$ cat src/rtl/opb_reg_bank_pkg.sv
// rtl/opb_reg_bank_pkg.sv - register offsets, STATUS layout and shared constants for opb_reg_bank
package opb_reg_bank_pkg;

   localparam logic [7:0] OFS_ID       = 8'h00;
   localparam logic [7:0] OFS_SCRATCH0 = 8'h04;
   localparam logic [7:0] OFS_SCRATCH1 = 8'h08;
   localparam logic [7:0] OFS_TICK     = 8'h0C;
   localparam logic [7:0] OFS_STATUS   = 8'h10;
   localparam logic [7:0] OFS_FIFO     = 8'h14;
   localparam logic [7:0] OFS_CTRL     = 8'h18;

   localparam int ST_FIFO_OVF  = 0;
   localparam int ST_FIFO_UDF  = 1;
   localparam int ST_UNMAPPED  = 2;
   localparam int ST_PROTO_ERR = 3;
   localparam int ST_STICKY_W  = 4;
   localparam int ST_LEVEL_LSB = 8;
   localparam int ST_LEVEL_W   = 6;

   localparam logic [31:0] UNMAPPED_RDATA = 32'hDEAD_BEEF;
   localparam int          CTRL_FLUSH_BIT = 31;

   function automatic logic [31:0] pack_status(input logic [ST_STICKY_W-1:0] sticky,
                                               input logic [ST_LEVEL_W-1:0]  level);
      logic [31:0] word;
      word = '0;
      word[ST_STICKY_W-1:0] = sticky;
      word[ST_LEVEL_LSB +: ST_LEVEL_W] = level;
      return word;
   endfunction

endpackage

$ cat src/rtl/opb_reg_bank_sync_fifo32.sv
// rtl/opb_reg_bank_sync_fifo32.sv - single-clock 32-bit FIFO with flush and level, async reset
module sync_fifo32 #(
   parameter int DEPTH = 16
) (
   input  logic                     clk,
   input  logic                     rst,
   input  logic                     push,
   input  logic [31:0]              push_data,
   input  logic                     pop,
   input  logic                     flush,
   output logic [31:0]              head_data,
   output logic                     full,
   output logic                     empty,
   output logic [$clog2(DEPTH):0]   level
);

   localparam int PTR_W = $clog2(DEPTH);
   localparam int LVL_W = PTR_W + 1;

   logic [31:0]      mem_q [DEPTH];
   logic [31:0]      mem_d [DEPTH];
   logic [PTR_W-1:0] wr_ptr_q, wr_ptr_d;
   logic [PTR_W-1:0] rd_ptr_q, rd_ptr_d;
   logic [LVL_W-1:0] level_q, level_d;
   logic             do_push;
   logic             do_pop;

   assign full      = (level_q == LVL_W'(DEPTH));
   assign empty     = (level_q == '0);
   assign level     = level_q;
   assign head_data = mem_q[rd_ptr_q];
   assign do_push   = push & ~full;
   assign do_pop    = pop & ~empty;

   always_comb begin
      mem_d    = mem_q;
      wr_ptr_d = wr_ptr_q;
      rd_ptr_d = rd_ptr_q;
      level_d  = level_q;
      if (flush) begin
         wr_ptr_d = '0;
         rd_ptr_d = '0;
         level_d  = '0;
      end else begin
         if (do_push) begin
            mem_d[wr_ptr_q] = push_data;
            wr_ptr_d        = wr_ptr_q + PTR_W'(1);
         end
         if (do_pop) begin
            rd_ptr_d = rd_ptr_q + PTR_W'(1);
         end
         case ({do_push, do_pop})
            2'b10:   level_d = level_q + LVL_W'(1);
            2'b01:   level_d = level_q - LVL_W'(1);
            default: level_d = level_q;
         endcase
      end
   end

   always_ff @(posedge clk or posedge rst) begin
      if (rst) begin
         mem_q    <= '{default: '0};
         wr_ptr_q <= '0;
         rd_ptr_q <= '0;
         level_q  <= '0;
      end else begin
         mem_q    <= mem_d;
         wr_ptr_q <= wr_ptr_d;
         rd_ptr_q <= rd_ptr_d;
         level_q  <= level_d;
      end
   end

endmodule

$ cat src/rtl/opb_reg_bank.sv
// rtl/opb_reg_bank.sv - OPB slave register bank: ID, scratch, 2 kHz tick, W1C status, control, loopback FIFO
module opb_reg_bank
   import opb_reg_bank_pkg::*;
#(
   parameter logic [23:0] BASE_ADDR  = 24'h000000,
   parameter int          FIFO_DEPTH = 16,
   parameter logic [31:0] ID_VALUE   = 32'h4750_4201
) (
   input  logic        SYS_CLK,
   input  logic        SYS_RST,
   input  logic        PULSE_2KHZ,
   input  logic [31:0] OPB_ADDR,
   input  logic [31:0] OPB_DO,
   input  logic        OPB_RE,
   input  logic        OPB_WE,
   output logic [31:0] OPB_DI,
   output logic [31:0] CTRL_OUT,
   output logic        IRQ
);

   localparam int LVL_W = $clog2(FIFO_DEPTH) + 1;

   logic [31:0]            rdata_q, rdata_d;
   logic [31:0]            scratch0_q, scratch0_d;
   logic [31:0]            scratch1_q, scratch1_d;
   logic [31:0]            tick_q, tick_d;
   logic [31:0]            ctrl_q, ctrl_d;
   logic [ST_STICKY_W-1:0] status_q, status_d;
   logic                   pulse_q, pulse_d;
   logic                   irq_q, irq_d;

   logic                   base_hit, rd_acc, wr_acc, both_acc;
   logic [7:0]             ofs;
   logic                   mapped;
   logic [ST_STICKY_W-1:0] status_set, status_clr;
   logic                   fifo_push, fifo_pop, fifo_flush;
   logic                   fifo_full, fifo_empty;
   logic [31:0]            fifo_head;
   logic [LVL_W-1:0]       fifo_level;
   logic                   unused_addr_lsbs;

   assign unused_addr_lsbs = ^OPB_ADDR[1:0];

   sync_fifo32 #(.DEPTH(FIFO_DEPTH)) u_fifo (
      .clk       (SYS_CLK),
      .rst       (SYS_RST),
      .push      (fifo_push),
      .push_data (OPB_DO),
      .pop       (fifo_pop),
      .flush     (fifo_flush),
      .head_data (fifo_head),
      .full      (fifo_full),
      .empty     (fifo_empty),
      .level     (fifo_level)
   );

   // Only one decoded access per cycle; RE and WE together is a protocol error, not an access.
   always_comb begin
      base_hit = (OPB_ADDR[31:8] == BASE_ADDR);
      rd_acc   = base_hit & OPB_RE & ~OPB_WE;
      wr_acc   = base_hit & OPB_WE & ~OPB_RE;
      both_acc = base_hit & OPB_RE & OPB_WE;
      ofs      = {OPB_ADDR[7:2], 2'b00};
      mapped   = (ofs == OFS_ID)     || (ofs == OFS_SCRATCH0) || (ofs == OFS_SCRATCH1) ||
                 (ofs == OFS_TICK)   || (ofs == OFS_STATUS)   || (ofs == OFS_FIFO)     ||
                 (ofs == OFS_CTRL);

      fifo_push  = wr_acc & (ofs == OFS_FIFO) & ~fifo_full;
      fifo_pop   = rd_acc & (ofs == OFS_FIFO) & ~fifo_empty;
      fifo_flush = wr_acc & (ofs == OFS_CTRL) & OPB_DO[CTRL_FLUSH_BIT];

      status_set               = '0;
      status_set[ST_FIFO_OVF]  = wr_acc & (ofs == OFS_FIFO) & fifo_full;
      status_set[ST_FIFO_UDF]  = rd_acc & (ofs == OFS_FIFO) & fifo_empty;
      status_set[ST_UNMAPPED]  = (rd_acc | wr_acc) & ~mapped;
      status_set[ST_PROTO_ERR] = both_acc;
      status_clr = (wr_acc && ofs == OFS_STATUS) ? OPB_DO[ST_STICKY_W-1:0] : '0;
      status_d   = (status_q & ~status_clr) | status_set;

      irq_d   = |status_q;
      pulse_d = PULSE_2KHZ;

      tick_d = tick_q;
      if (wr_acc && ofs == OFS_TICK) begin
         tick_d = '0;
      end else if (PULSE_2KHZ && !pulse_q) begin
         tick_d = tick_q + 32'd1;
      end

      scratch0_d = scratch0_q;
      scratch1_d = scratch1_q;
      ctrl_d     = ctrl_q;
      if (wr_acc) begin
         case (ofs)
            OFS_SCRATCH0: scratch0_d = OPB_DO;
            OFS_SCRATCH1: scratch1_d = OPB_DO;
            OFS_CTRL: begin
               ctrl_d                 = OPB_DO;
               ctrl_d[CTRL_FLUSH_BIT] = 1'b0;
            end
            default: ;
         endcase
      end

      rdata_d = rdata_q;
      if (rd_acc) begin
         case (ofs)
            OFS_ID:       rdata_d = ID_VALUE;
            OFS_SCRATCH0: rdata_d = scratch0_q;
            OFS_SCRATCH1: rdata_d = scratch1_q;
            OFS_TICK:     rdata_d = tick_q;
            OFS_STATUS:   rdata_d = pack_status(status_q, ST_LEVEL_W'(fifo_level));
            OFS_FIFO:     rdata_d = fifo_empty ? 32'h0 : fifo_head;
            OFS_CTRL:     rdata_d = ctrl_q;
            default:      rdata_d = UNMAPPED_RDATA;
         endcase
      end
   end

   always_ff @(posedge SYS_CLK or posedge SYS_RST) begin
      if (SYS_RST) begin
         rdata_q    <= '0;
         scratch0_q <= '0;
         scratch1_q <= '0;
         tick_q     <= '0;
         ctrl_q     <= '0;
         status_q   <= '0;
         pulse_q    <= 1'b0;
         irq_q      <= 1'b0;
      end else begin
         rdata_q    <= rdata_d;
         scratch0_q <= scratch0_d;
         scratch1_q <= scratch1_d;
         tick_q     <= tick_d;
         ctrl_q     <= ctrl_d;
         status_q   <= status_d;
         pulse_q    <= pulse_d;
         irq_q      <= irq_d;
      end
   end

   assign OPB_DI   = rdata_q;
   assign CTRL_OUT = ctrl_q;
   assign IRQ      = irq_q;

endmodule
$ cat config.mk
export PLATFORM = sky130hd
export DESIGN_NAME = opb_reg_bank
export DESIGN_NICKNAME = d
export VERILOG_FILES = /design/src/rtl/opb_reg_bank_pkg.sv /design/src/rtl/opb_reg_bank_sync_fifo32.sv /design/src/rtl/opb_reg_bank.sv
export SDC_FILE = /design/constraint.sdc
export NUM_CORES = 1
export LEC_CHECK = 0
export ABC_AREA = 0
export ABC_CLOCK_PERIOD_IN_PS = 25100
export CORE_MARGIN = 10
export CORE_UTILIZATION = 60
export DETAILED_ROUTE_END_ITERATION = 10
export PLACE_DENSITY = 0.79
export SLEW_MARGIN = 20
export SYNTH_ARGS = -nofsm -noshare
export SYNTH_HDL_FRONTEND = slang
export SYNTH_SLANG_ARGS = --single-unit
$ cat constraint.sdc
create_clock -name SYS_CLK -period 25.1 [get_ports SYS_CLK]
set_clock_uncertainty 0.2 [all_clocks]
set_input_delay 2.51 -clock SYS_CLK [delete_from_list [all_inputs] [get_ports SYS_CLK]]
set_output_delay 2.51 -clock SYS_CLK [all_outputs]
set_load 0.005 [all_outputs]
**Yosys cells after proc, flatten, opt, wreduce, memory -nomap -nowiden**

Index checks and enable logic that the tools add are counted.

- Flip-flop bits (word level): 690
- Input bits: 69
- Output and inout port bits: 65

- $add $sub $neg: 5
- Order comparisons: 3
- Equal/unequal tests: 9
- Mux-type cells: 17
- Bitwise logic cells: 28
- Reductions and logical operators: 23

Operators with widths:

| kind | count |
|---|---|
| bitwise mux 512 bit | 1 |
| one-hot mux 32 bit (7 select lines) | 1 |
| two-way mux 32 bit | 6 |
| binary-select mux 32 bit (select 4 bit) | 1 |
| demux 32 bit (select 4 bit) | 1 |
| adder 32 x 1 -> 32 bit (second input constant) | 1 |
| logical NOT 24 bit | 1 |
| two-way mux 4 bit | 5 |
| equality test 6 x 3 -> 1 bit (second input constant) | 3 |
| AND 1 bit | 16 |
| equality test 6 x 2 -> 1 bit (second input constant) | 2 |
| >= comparator 5 bit (second input constant) | 2 |
| inverter 4 -> 5 bit | 2 |
| one-hot mux 5 bit (2 select lines) | 1 |
| adder 4 x 1 -> 4 bit (second input constant) | 2 |
| AND reduction 2 bit | 4 |
| equality test 6 x 1 -> 1 bit (second input constant) | 1 |
| logical NOT 6 bit | 1 |
| logical OR 1 bit | 6 |
| inverter 1 bit | 6 |
| nonzero test 2 bit | 3 |
| adder 5 x 1 -> 5 bit (second input constant) | 1 |
| equality test 5 bit (second input constant) | 1 |
| logical NOT 5 bit | 1 |
| 13 further kinds | 16 |

**Depth between registers and ports, before layout**

- Depth after elaboration: 10
- Mapped depth: 12

**By module**

A second synthesis with hierarchy kept.

- Cells, all modules: 2188
- Area, all modules: 31674.1 um^2

Modules (own cells, without submodules):

| module | instances | cells an instance | area each (um^2) | seq. area each (um^2) |
|---|---|---|---|---|
| sync_fifo32 | 1 | 1505 | 23810.3 | 13137.6 |
| opb_reg_bank | 1 | 683 | 7863.8 | 4129.0 |

**Worst setup path after synthesis**

OpenSTA, ideal clock, no wires.

- Path kind: in2reg
- Start: input OPB_ADDR[4]
- End: register u_fifo.level_q[4] (netlist: u_fifo.level[4])
- Library setup time: 0.129 ns
- Data arrival time: 5.164 ns
- Required time: 24.771 ns
- Setup slack: 19.607 ns
- Stages on the path: 12
- Buffers on the path: 2
- Cells stage by stage: clkbuf_1 -> nor2b_1 -> o2111ai_2 -> nor4_1 -> buf_2 -> xor2_1 -> ha_1 -> or2_2 -> o21a_1 -> or4_1 -> a21oi_1 -> a211oi_1

- Cells in the longest elaborated chain, start to end: 7

RTL lines:

| item | RTL line | text |
|---|---|---|
| from (decl) | opb_reg_bank.sv:12 | `input logic [31:0] OPB_ADDR,` |
| equality test 6 x 3 -> 1 bit | opb_reg_bank.sv:68, opb_reg_bank.sv:69 |  |
| AND 1 bit (on tied branches) (2 in series) | opb_reg_bank.sv:69, opb_reg_bank.sv:68 |  |
| AND 1 bit (on tied branches) | opb_reg_bank_sync_fifo32.sv:33, opb_reg_bank_sync_fifo32.sv:32 |  |
| equality test 2 x 1 -> 1 bit or equality test 2 bit (tied branches) | opb_reg_bank_sync_fifo32.sv:52 | `case ({do_push, do_pop})` |
| one-hot mux 5 bit (2 select lines) | opb_reg_bank_sync_fifo32.sv:52 |  |
| two-way mux 5 bit | opb_reg_bank_sync_fifo32.sv:40 | `if (flush) begin` |
| to (signal assigned) | opb_reg_bank_sync_fifo32.sv:70 | `level_q <= level_d;` |
| to (decl) | opb_reg_bank_sync_fifo32.sv:24 | `logic [LVL_W-1:0] level_q, level_d;` |

Several ways; a longest one is shown, not always the timed one.
A chain may end at the register's enable or synchronous reset.

**Final worst setup path**

- Start: input OPB_ADDR[6]
- End: register u_fifo.level_q[4] (netlist: u_fifo.level[4])

The elaborated chain is that of the path after synthesis.

==> impl_metrics.csv <==
group,metric,value,unit
timing,timing.fmax,0.1642,GHz
timing,fin_crit,6.091,ns
synthesis,synth_cells,2149,
worst_setup_path,worstPathMaxFanout,13,
global_routing,grt_max_degree,177,
worst_setup_path,startpoint_type,"input pin",
synthesis,syn_nets,2226,
floorplanning,start_util,60.41,%
cts,clkSlewWorstSetupHoldPaths,0.06,ns
worst_hold_path,holdCritPathClass,"reg2reg",
floorplanning,die_y,249.8,um
timing,setup_tns,0,ns
pwr,swShare,21.75,%
cts,cts.sinks,690,
timing,tightestPinTransition,1.033,ns
global_routing,grt-ovfl-total,0,
cts,htree_levels,3,
timing,post-route-period-util,24.27,%
placement,dp.cells,2806,
placement,gp_congestion,0.9294,
cts,cts_tree,"yes",
route,wl_per_cell,27.23,um
final_layout,drive_above_1_share,41.17,%
final_layout,final-seq-area,17280,um2
worst_setup_path,r2r_end,"OPB_DI[14]$_DFFE_PP0P_",
cts,worstSkewPairLatency,0.61,ns
worst_setup_path,arrival,6.37,ns
placement,port_buffers,130,
cts,ctsResizeCount,0,
route,antenna_left,0,
timing,max-slew-margin-rel,31.12,%
timing,finalSetupViolCount,0,
timing,finalHoldViolCount,0,
worst_hold_path,hold-path-endpoint,"OPB_DI[4]$_DFFE_PP0P_",
cts,cts_root_buf,"clkbuf_16",
pwr,clockPowerShare,47.0,%
cts,cts_buffer_depth,3,
final_layout,multi_input_area,13470,um2
final_layout,fin_cells,2931,
worst_setup_path,startpoint,"OPB_ADDR[6]",
synthesis,ys_types,59,
synthesis,syn_area,31680,um2
route,drt_wl_total,79.81,mm
global_routing,antenna_found_initial,0,
synthesis,synth_warnings,0,
pwr,leakagePower,17.07,nW
floorplanning,core_area,52450,um2
worst_setup_path,critPathKind,"in2reg",
timing,rsz0062_at_grt,"no",
status,status,"complete, no violations",
synthesis,yosys_most_used_dff,"dfrtp_1",
route,vias_per_cell,6.616,
synthesis,synthArstFlopShare,100.0,%
floorplanning,rows,84,
pwr,p_int,1.762,mW
worst_setup_path,r2r-start,"u_fifo.rd_ptr_q[0]$_DFFE_PP0P_",
route,drtPass1Iterations,5,
cts,cts_hold_buf,0,
route,vias,19390,
timing,slew_viol_final,0,
pwr,p_seq_share,50.0,%
pwr,power,2.252,mW
cts,cts_buffers,72,
final_layout,area_growth,12.54,%
worst_hold_path,worstHoldStart,"OPB_DI[4]$_DFFE_PP0P_",
global_routing,track_usage,25.52,%
global_routing,grt_pass1_wl,123.5,mm
pwr,combPwrFrac,3.0,%
floorplanning,fp.dieArea,62390,um2
final_layout,fill_cells,3390,
synthesis,synth_seq_cells,690,
run,cap_violations,0,
floorplanning,io_pins,134,
worst_setup_path,cp.required,25.37,ns
route,drc,0,
final_layout,final_nets,2270,
worst_hold_path,worstHoldPathCells,1,
worst_setup_path,rrSetupSlack,21.07,ns
pwr,p_per_area,63.16,nW/um2
pwr,p_switching,0.4898,mW
synthesis,synth_seq_area_share,54.50,%
worst_setup_path,reg2reg_depth,6,
worst_setup_path,cp-end-kind,"flop",
synthesis,avgSynthCellArea,14.74,um2
cts,postCtsSetupBuffers,0,
pwr,irDropWorstVdd,0.04635,mV
placement,dp_hpwl,48.29,mm
floorplanning,die_w,249.8,um
route,drt_iter0_drc,2043,
global_routing,grt_pass1_vias,20480,
synthesis,synth_edf_count,0,
synth_stat cells (3+ instances only):
cell       instances  area, um2
dfrtp_1          690      17270
buf_1             37      138.9
ha_1               8      100.1
buf_4             41      307.8
o21a_1             6      45.04
xnor2_1           10      87.58
a222oi_1          17      170.2
nand4_1           14      87.58
or2_2              4      25.02
buf_2             33      165.2
nor2b_1            5      31.28
mux2_1            39      439.2
a21oi_1           52      260.3
xor2_1            25      219.0
a211oi_1           7      52.55
and4_1             5      43.79
nor3_1            13      65.06
mux2i_1           10      100.1
nor2_1            86      322.8
a221oi_1           8      70.07
a31oi_1           12      75.07
mux4_2           156       3513
and2_1             6      37.54
nand3_1           24      120.1
nand2_1           46      172.7
a22oi_1            7      52.55
o211ai_1           4      30.03
o2111ai_1          4      35.03
inv_1             12      45.04
mux2_2           578       6509
clkbuf_1          90      337.8
or3_1              4      25.02
a22o_1             4      35.03
nor4_1            11      68.82
or4_1              5      37.54
o21ai_0           27      135.1
nand3_2           12      120.1
buf_6              3      33.78
and3_1             6      37.54
logic make-up (layout without fill, tap and decap cells):
kind of cell / count (synthesis) / after routing / synth area share (%)
other: 1 / 2 / 0.01184
buffers and inverters: 216 / 309 / 3.246
XOR/XNOR: 35 / 35 / 0.9676
AND/OR/NAND/NOR: 251 / 251 / 4.111
flip-flops: 690 / 690 / 54.50
multiplexers: 783 / 783 / 33.34
AO/OA/AOI/OAI: 165 / 165 / 3.507
adder cells (fa/ha/maj): 8 / 8 / 0.3160
sequential cells by signal, indices dropped and copies added, names as in the netlist:
register / cells
u_fifo.level: 5
IRQ: 1
status_q: 4
CTRL_OUT: 31
u_fifo.wr_ptr_q: 4
scratch1_q: 32
u_fifo.mem_q: 512
OPB_DI: 32
pulse_q: 1
scratch0_q: 32
u_fifo.rd_ptr_q: 4
tick_q: 32
power groups by stage:
| stage | Sequential, mW | Combinational (mW) | Clock [mW] |
|---|---|---|---|
| final | 1.13 | 0.0676 | 1.06 |
| after global routing | 1.13 | 0.0756 | 1.12 |
| after CTS | 1.13 | 0.0683 | 1.07 |
| after detailed placement | 1.15 | 0.0679 | 0 |
| after global placement | 1.15 | 0.0649 | 0 |
| after floorplan | 1.14 | 0.0412 | 0 |
worst max path at each step:
| stage | to | slack, ns |
|---|---|---|
| 2_1_floorplan | CTRL_OUT[0]$_DFFE_PP0P_ | 3.04 |
| 3_3_place_gp | u_fifo.mem_q[269]$_DFFE_PP0P_ | 18.36 |
| 3_5_place_dp | u_fifo.mem_q[338]$_DFFE_PP0P_ | 18.24 |
| 4_1_cts | tick_q[9]$_DFFE_PP0P_ | 18.88 |
| 5_1_grt | u_fifo.mem_q[87]$_DFFE_PP0P_ | 18.69 |
| 6_report | u_fifo.level[4]$_DFFE_PP0P_ | 19.01 |
routing by layer:
layer | part of all wire, % | track usage, % | wire length [um]
met1 | 41 | 34.07 | 32820
met3 | 8.3 | 5.585 | 6607
met2 | 48 | 41.22 | 38500
met4 | 2.4 | 8.087 | 1884
met5 | 0 | 0 | 0
layout by cell type, fill, tap and decap left out, types with 8 or more instances in the layout:
cell               n
mux2i_1           10
a21oi_1           52
nor2_1            84
nor4_1             9
xnor2_1           10
ha_1               8
inv_1             11
buf_4             40
clkbuf_16         75
clkdlybuf4s50_1  130
nand3_2           15
a221oi_1           8
a31oi_1           12
a222oi_1          17
xor2_1            25
nand2_1           46
nand4_1           14
clkbuf_8          13
dfrtp_1          686
mux2_2           578
nor3_1             9
mux4_2           156
nand3_1           20
mux2_1            39
clkbuf_1          19
o21ai_0           27
worst max-delay path: stages:
cell	delay, ns
clkdlybuf4s50_1	0.49
nor3_1	0.72
o2111ai_2	0.48
nor4_2	0.34
buf_4	0.26
xor2_1	0.10
ha_1	0.25
or2_2	0.30
o21a_1	0.19
or4_1	0.43
a21oi_1	0.22
a211oi_1	0.09
cell type report:
| cell class | instances | area share [%] |
|---|---|---|
| repair buffers | 174 | 4.654 |
| clock buffers | 107 | 5.966 |
| inverters | 12 | 0.1474 |
| clock inverters | 16 | 0.5615 |
| flip-flops and latches | 690 | 48.47 |
| diodes | 1 | 0.007019 |
| well taps | 688 | 2.415 |
| multi-input cells | 1243 | 37.78 |
metrics by stage:
step                setup slack, ns  instance area, um2  utilization (%)  hold WS (ns)
floorplan                     3.043               31680                -        0.2506
global route                  18.69               35650            67.97        0.3030
finish                        19.01               35650            67.98        0.2800
global placement              18.36               33290            63.48        0.2666
detailed placement            18.24               33290            63.48        0.2687
CTS                           18.88               35620            67.92        0.2807
Note: power is estimated with default switching activity, not from simulation.
